**config.mk**
```make
export PLATFORM = sky130hd
export DESIGN_NAME = pooling_layer
export DESIGN_NICKNAME = d
export VERILOG_FILES = /design/src/rtl/pooling_layer.sv
export SDC_FILE = /design/constraint.sdc
export NUM_CORES = 1
export LEC_CHECK = 0
export ABC_CLOCK_PERIOD_IN_PS = 7900
export CAP_MARGIN = 20
export CORE_MARGIN = 2
export CORE_UTILIZATION = 46
export DETAILED_ROUTE_END_ITERATION = 10
export PLACE_DENSITY = 0.77
export RECOVER_POWER = 50
export SYNTH_ARGS = -nofsm -noshare
export SYNTH_HDL_FRONTEND = slang
export SYNTH_SLANG_ARGS = --single-unit
```
**constraint.sdc**
```tcl
create_clock -name clk -period 7.9 [get_ports clk]
set_input_delay 2.37 -clock clk [delete_from_list [all_inputs] [get_ports clk]]
set_output_delay 2.37 -clock clk [all_outputs]
set_load 0.005 [all_outputs]
```
**src/rtl/pooling_layer.sv**
```systemverilog
// pooling_layer
//   2x2, stride-2 max or average pooling over a set of square feature maps held
//   in a shared memory. Each pooled word takes six cycles: four window reads,
//   one cycle to absorb the last read word, and one write.
//
// Ports
//   clk, reset    clock, synchronous active-high reset
//   enable        start request, level-sampled in IDLE
//   poolMode      0 = max, 1 = average
//   mapsNumber    number of input maps
//   mapSize       input map side S (output side is S >> 1)
//   inAddress     base of map 0 (maps contiguous, row-major)
//   outAddress    base of pooled output
//   readEnable / readAddr / readData    memory read port, data one cycle after strobe
//   writeEnable / writeAddr / writeOut  memory write port
//   done          one-cycle completion pulse
//
// state  | meaning
// IDLE   | waiting for enable, latches configuration
// ISSUE0 | read window word 0 (B)
// ISSUE1 | read word 1 (B+1), capture word 0
// ISSUE2 | read word 2 (B+S), merge word 1
// ISSUE3 | read word 3 (B+S+1), merge word 2
// LAST   | merge word 3, result goes to the output register
// WRITE  | write pooled word, advance to next element
// DONE   | done pulse
// HOLD   | wait for enable to drop
module pooling_layer #(
    parameter int DATA_SZ = 16,
    parameter int ADDR_SZ = 16
) (
    input  logic               clk,
    input  logic               reset,
    input  logic               enable,
    input  logic               poolMode,
    input  logic [DATA_SZ-1:0] mapsNumber,
    input  logic [DATA_SZ-1:0] mapSize,
    input  logic [ADDR_SZ-1:0] inAddress,
    input  logic [ADDR_SZ-1:0] outAddress,
    output logic               readEnable,
    output logic [ADDR_SZ-1:0] readAddr,
    input  logic [DATA_SZ-1:0] readData,
    output logic               writeEnable,
    output logic [ADDR_SZ-1:0] writeAddr,
    output logic [DATA_SZ-1:0] writeOut,
    output logic               done
);

    typedef enum logic [3:0] {
        S_IDLE, S_ISSUE0, S_ISSUE1, S_ISSUE2, S_ISSUE3,
        S_LAST, S_WRITE, S_DONE, S_HOLD
    } state_t;

    state_t state_q, state_d;

    // latched configuration
    logic               mode_q, mode_d;
    logic [DATA_SZ-1:0] maps_q, maps_d;
    logic [ADDR_SZ-1:0] size_q, size_d;      // S in the address domain
    logic [DATA_SZ-1:0] osz_q, osz_d;        // O = S >> 1
    logic [ADDR_SZ-1:0] sq_q, sq_d;          // S*S, distance between map bases

    // traversal counters and running addresses
    logic [DATA_SZ-1:0] col_q, col_d;
    logic [DATA_SZ-1:0] row_q, row_d;
    logic [DATA_SZ-1:0] map_q, map_d;
    logic [ADDR_SZ-1:0] base_q, base_d;      // window top-left address B
    logic [ADDR_SZ-1:0] row_base_q, row_base_d;
    logic [ADDR_SZ-1:0] map_base_q, map_base_d;
    logic [ADDR_SZ-1:0] wr_ptr_q, wr_ptr_d;

    // running max or sum of the window
    logic signed [DATA_SZ+1:0] acc_q, acc_d;

    // registered outputs
    logic               re_q, re_d;
    logic [ADDR_SZ-1:0] ra_q, ra_d;
    logic               we_q, we_d;
    logic [ADDR_SZ-1:0] wa_q, wa_d;
    logic [DATA_SZ-1:0] wo_q, wo_d;
    logic               done_q, done_d;

    logic                      degenerate;
    logic                      col_last, row_last, map_last, last_elem;
    logic signed [DATA_SZ+1:0] rd_ext;
    logic signed [DATA_SZ+1:0] merged;
    logic        [DATA_SZ-1:0] result;

    assign degenerate = (mapsNumber == '0) || (mapSize < DATA_SZ'(2));
    assign col_last   = (col_q + DATA_SZ'(1)) == osz_q;
    assign row_last   = (row_q + DATA_SZ'(1)) == osz_q;
    assign map_last   = (map_q + DATA_SZ'(1)) == maps_q;
    assign last_elem  = col_last && row_last && map_last;

    // two guard bits: the sum of four words always fits, so the average never overflows
    assign rd_ext = {{2{readData[DATA_SZ-1]}}, readData};
    assign merged = mode_q ? (acc_q + rd_ext) : ((rd_ext > acc_q) ? rd_ext : acc_q);
    assign result = mode_q ? DATA_SZ'(merged >>> 2) : DATA_SZ'(merged);

    // ------------------------------------------------------------------
    // state register (plus all datapath and output flops)
    // ------------------------------------------------------------------
    always_ff @(posedge clk) begin
        if (reset) begin
            state_q    <= S_IDLE;
            mode_q     <= 1'b0;
            maps_q     <= '0;
            size_q     <= '0;
            osz_q      <= '0;
            sq_q       <= '0;
            col_q      <= '0;
            row_q      <= '0;
            map_q      <= '0;
            base_q     <= '0;
            row_base_q <= '0;
            map_base_q <= '0;
            wr_ptr_q   <= '0;
            acc_q      <= '0;
            re_q       <= 1'b0;
            ra_q       <= '0;
            we_q       <= 1'b0;
            wa_q       <= '0;
            wo_q       <= '0;
            done_q     <= 1'b0;
        end else begin
            state_q    <= state_d;
            mode_q     <= mode_d;
            maps_q     <= maps_d;
            size_q     <= size_d;
            osz_q      <= osz_d;
            sq_q       <= sq_d;
            col_q      <= col_d;
            row_q      <= row_d;
            map_q      <= map_d;
            base_q     <= base_d;
            row_base_q <= row_base_d;
            map_base_q <= map_base_d;
            wr_ptr_q   <= wr_ptr_d;
            acc_q      <= acc_d;
            re_q       <= re_d;
            ra_q       <= ra_d;
            we_q       <= we_d;
            wa_q       <= wa_d;
            wo_q       <= wo_d;
            done_q     <= done_d;
        end
    end

    // ------------------------------------------------------------------
    // next-state logic
    // ------------------------------------------------------------------
    always_comb begin
        state_d = state_q;
        case (state_q)
            S_IDLE:   if (enable) state_d = degenerate ? S_DONE : S_ISSUE0;
            S_ISSUE0: state_d = S_ISSUE1;
            S_ISSUE1: state_d = S_ISSUE2;
            S_ISSUE2: state_d = S_ISSUE3;
            S_ISSUE3: state_d = S_LAST;
            S_LAST:   state_d = S_WRITE;
            S_WRITE:  state_d = last_elem ? S_DONE : S_ISSUE0;
            S_DONE:   state_d = S_HOLD;
            S_HOLD:   if (!enable) state_d = S_IDLE;
            default:  state_d = S_IDLE;
        endcase
    end

    // ------------------------------------------------------------------
    // datapath: configuration latch, traversal, window accumulation
    // ------------------------------------------------------------------
    always_comb begin
        mode_d     = mode_q;
        maps_d     = maps_q;
        size_d     = size_q;
        osz_d      = osz_q;
        sq_d       = sq_q;
        col_d      = col_q;
        row_d      = row_q;
        map_d      = map_q;
        base_d     = base_q;
        row_base_d = row_base_q;
        map_base_d = map_base_q;
        wr_ptr_d   = wr_ptr_q;
        acc_d      = acc_q;

        case (state_q)
            S_IDLE: begin
                if (enable) begin
                    mode_d     = poolMode;
                    maps_d     = mapsNumber;
                    size_d     = ADDR_SZ'(mapSize);
                    osz_d      = mapSize >> 1;
                    sq_d       = ADDR_SZ'(mapSize) * ADDR_SZ'(mapSize);
                    col_d      = '0;
                    row_d      = '0;
                    map_d      = '0;
                    base_d     = inAddress;
                    row_base_d = inAddress;
                    map_base_d = inAddress;
                    wr_ptr_d   = outAddress;
                end
            end
            S_ISSUE1: acc_d = rd_ext;
            S_ISSUE2,
            S_ISSUE3: acc_d = merged;
            S_WRITE: begin
                // output is dense, so the write pointer just steps by one
                wr_ptr_d = wr_ptr_q + ADDR_SZ'(1);
                if (!col_last) begin
                    col_d  = col_q + DATA_SZ'(1);
                    base_d = base_q + ADDR_SZ'(2);
                end else begin
                    col_d = '0;
                    if (!row_last) begin
                        // skip two input rows; for odd S the last row/column is never touched
                        row_d      = row_q + DATA_SZ'(1);
                        row_base_d = row_base_q + (size_q << 1);
                        base_d     = row_base_d;
                    end else begin
                        row_d      = '0;
                        map_d      = map_q + DATA_SZ'(1);
                        map_base_d = map_base_q + sq_q;
                        row_base_d = map_base_d;
                        base_d     = map_base_d;
                    end
                end
            end
            default: ;
        endcase
    end

    // ------------------------------------------------------------------
    // output logic: outputs are registered, decoded from the next state
    // ------------------------------------------------------------------
    always_comb begin
        re_d   = 1'b0;
        ra_d   = ra_q;
        we_d   = 1'b0;
        wa_d   = wa_q;
        wo_d   = wo_q;
        done_d = 1'b0;

        case (state_d)
            S_ISSUE0: begin re_d = 1'b1; ra_d = base_d; end
            S_ISSUE1: begin re_d = 1'b1; ra_d = base_d + ADDR_SZ'(1); end
            S_ISSUE2: begin re_d = 1'b1; ra_d = base_d + size_q; end
            S_ISSUE3: begin re_d = 1'b1; ra_d = base_d + size_q + ADDR_SZ'(1); end
            S_WRITE: begin
                // only reached from LAST, where merged includes the fourth word
                we_d = 1'b1;
                wa_d = wr_ptr_q;
                wo_d = result;
            end
            S_DONE:  done_d = 1'b1;
            default: ;
        endcase
    end

    assign readEnable  = re_q;
    assign readAddr    = ra_q;
    assign writeEnable = we_q;
    assign writeAddr   = wa_q;
    assign writeOut    = wo_q;
    assign done        = done_q;

endmodule

```
==> flow_metrics.env <==
export IMPL_status="finished with violations"
export IMPL_violations="capacitance limit, slew limit"
export IMPL_p_total_mw=5.28
export IMPL_worstPathRequired_ps=8120
export IMPL_cp_arrival_ps=7600
export IMPL_power_density_nw_per_um2=237
export IMPL_synth_enable_flop_cells=0
export IMPL_ctsLongestPathBuffers=3
export IMPL_dp_hpwl_um=44300
export IMPL_syn_num_nets=2836
export IMPL_min_path_type="reg2reg"
export IMPL_route_detailed_drc=0
export IMPL_synthTopCellsByArea="dfxtp_1, ha_1, fa_1"
export IMPL_numCtsBuffers=27
export IMPL_antenna_found_initial=0
export IMPL_routed_via_count=19282
export IMPL_cts_setup_buffers=0
export IMPL_peakVddDrop_mv=0.189
export IMPL_reg2reg_depth=23
export IMPL_place_area_um2=21300
export IMPL_slew_violations=102
export IMPL_gp_congestion=0.927
export IMPL_core_area_um2=41900
export IMPL_yosysTopAreaCell="dfxtp_1"
export IMPL_dr_pass1_iters=6
export IMPL_finalSetupViolCount=0
export IMPL_cp_max_fo=6
export IMPL_worst_pin_slew_ps=5380
export IMPL_synthCells=2550
export IMPL_rsz0062_at_grt="false"
export IMPL_grt_max_degree=102
export IMPL_drt_iter0_markers=1788
export IMPL_final_nets=2897
export IMPL_ctsHoldBuffers=0
export IMPL_routedWlPerCell_um=19.2
export IMPL_fillCellCount=3930
export IMPL_synth_warnings=0
export IMPL_critPathKind="in2reg"
export IMPL_synthFlopType="dfxtp_1"
export IMPL_final_cell_area_um2=22200
export IMPL_cts_tree="built"
export IMPL_die_area_um2=44300
export IMPL_maxCapViolCount=1
export IMPL_syn_area_um2=19600
export IMPL_grt_first_pass_wirelength_um=98400
export IMPL_synth_seq_area_share=0.237
export IMPL_dpl_cell_count=3119
export IMPL_root_buffer="clkbuf_16"
export IMPL_multi_input_comb_area_um2=13600
export IMPL_yosysMostFrequentCell="nand2_1"
export IMPL_ioPinCount=135
export IMPL_htree_levels=1
export IMPL_relSlewSlack=-2.58
export IMPL_postRouteAntennaNets=0
export IMPL_fin_crit_sh=0.934
export IMPL_cp_start_kind="input pin"
export IMPL_ys_ff_latch=232
export IMPL_num_rows=75
export IMPL_async_flop_share=0
export IMPL_grt_pass1_vias=18827
export IMPL_tns_ps=0
export IMPL_max_freq_mhz=136
export IMPL_p_leak_nw=9.17
export IMPL_vias_per_cell=6.08
export IMPL_hold_viol_final=0
export IMPL_cts_sinks=232
export IMPL_synthTopCellsByCount="nand2_1, a21oi_1, dfxtp_1"
export IMPL_seq_area_um2=4640
export IMPL_hold_depth=2
export IMPL_critPathCaptureType="flip-flop"
export IMPL_start_util=0.467
export IMPL_grt_total_usage=0.273
export IMPL_fin_crit_ps=7380
export IMPL_avgSynthCellArea_um2=7.68
export IMPL_ctsResizeCount=0
export IMPL_die_w_um=210
export IMPL_layout_area_overhead_vs_synth_pct=13.5
export IMPL_finalWirelength_um=60800
export IMPL_clk_pin_slew_ps=60
export IMPL_drive_gt1_frac=0.0593
export IMPL_finalNonFillerCells=3171
export IMPL_grt_overflow=0
export IMPL_worstSkewPairLatency_ps=560
export IMPL_skew_ps=19.6
export IMPL_die_y_um=210
export IMPL_synth_cell_types=97
export IMPL_yosys_area_top_type_share=0.237
export IMPL_port_buffers=134
[final timing paths]
check	end	slack, ps	startpoint
hold / removal	writeOut[1]$_SDFFE_PP0P_	450	writeOut[1]$_SDFFE_PP0P_
hold reg to reg	writeOut[1]$_SDFFE_PP0P_	450	writeOut[1]$_SDFFE_PP0P_
setup reg to reg	readAddr[15]$_SDFFE_PP0P_	970	row_q[0]$_SDFFE_PP0P_
setup / recovery	sq_q[15]$_SDFFE_PP0P_	520	mapSize[3]
[cell usage in the layout (no fill, tap or decap), types with 37 or more instances in the layout]
| master | Yosys | routed |
|---|---|---|
| a211oi_1 | 39 | 39 |
| a21oi_1 | 239 | 239 |
| and2_1 | 50 | 49 |
| and3_1 | 37 | 37 |
| buf_4 | 1 | 43 |
| clkdlybuf4s50_1 | 0 | 81 |
| dfxtp_1 | 232 | 232 |
| dlygate4sd3_1 | 0 | 52 |
| fa_1 | 72 | 72 |
| ha_1 | 130 | 130 |
| inv_1 | 184 | 184 |
| nand2_1 | 353 | 352 |
| nand3_1 | 60 | 59 |
| nor2_1 | 211 | 209 |
| nor3_1 | 49 | 47 |
| o21ai_0 | 130 | 130 |
| xnor2_1 | 112 | 112 |
| xor2_1 | 42 | 42 |
[state kept, by name (all words and copies together), names as in the netlist, 14 cells and up]
name,cells
col_q,16
wr_ptr_q,16
writeAddr,16
base_q,16
map_q,16
acc_q,18
map_base_q,16
row_q,16
size_q,16
writeOut,16
sq_q,14
maps_q,16
row_base_q,16
readAddr,16
[per-stage QoR]
step           setup WS (ps)  hold slack, ps  utilization
6_report                 520             452        0.530
5_1_grt                  172             466        0.530
4_1_cts                  681             454        0.530
3_5_place_dp             101             446        0.507
3_3_place_gp             190             444        0.507
2_1_floorplan            678             432            -
[power breakdown]
group / internal, mW / switching (mW)
clock network: 0.821 / 0.535
registers: 1.29 / 0.126
logic: 1.07 / 1.43
[kinds of logic after synthesis]
kind of cell / count (synthesis) / synth area share
AO/OA/AOI/OAI: 679 / 0.223
XOR/XNOR: 154 / 0.0689
adder cells (fa/ha/maj): 202 / 0.157
buffers and inverters: 333 / 0.0712
flip-flops: 232 / 0.237
multiplexers: 36 / 0.0189
AND/OR/NAND/NOR: 914 / 0.224
[cell type report]
| class | instances | share of cell area |
|---|---|---|
| multi-input combinational | 1985 | 0.611 |
| sequential | 232 | 0.209 |
| timing repair buffer | 179 | 0.0760 |
| clock buffer | 37 | 0.0352 |
| inverter | 186 | 0.0314 |
| tap | 539 | 0.0303 |
| clock inverter | 12 | 0.00748 |
| antenna | 1 | 0.000113 |
[metal layers]
| metal | wire length, um | GRT usage | up-vias | part of all wire |
|---|---|---|---|---|
| met4 | 2190 | 0.109 | 0 | 0.036 |
| met3 | 4800 | 0.0457 | 156 | 0.079 |
| met2 | 28000 | 0.449 | 822 | 0.46 |
| met1 | 25800 | 0.357 | 9200 | 0.43 |
| li1 | - | - | 9104 | - |
| met5 | 0 | 0 | - | 0 |
[critical path, cell delays in order]
cell	delay (ps)
clkdlybuf4s50_1	520
inv_1	120
nor2_1	60
fa_1	480
inv_1	70
fa_1	530
inv_1	50
ha_1	210
fa_1	510
inv_1	50
fa_1	460
fa_1	540
inv_1	40
ha_1	300
a21oi_1	230
o21bai_1	90
a21oi_1	220
o21bai_1	90
a21oi_1	210
o21ai_0	150
xnor2_1	150
nand2_1	70
a21oi_1	70
Note: power is estimated with default switching activity, not from simulation.
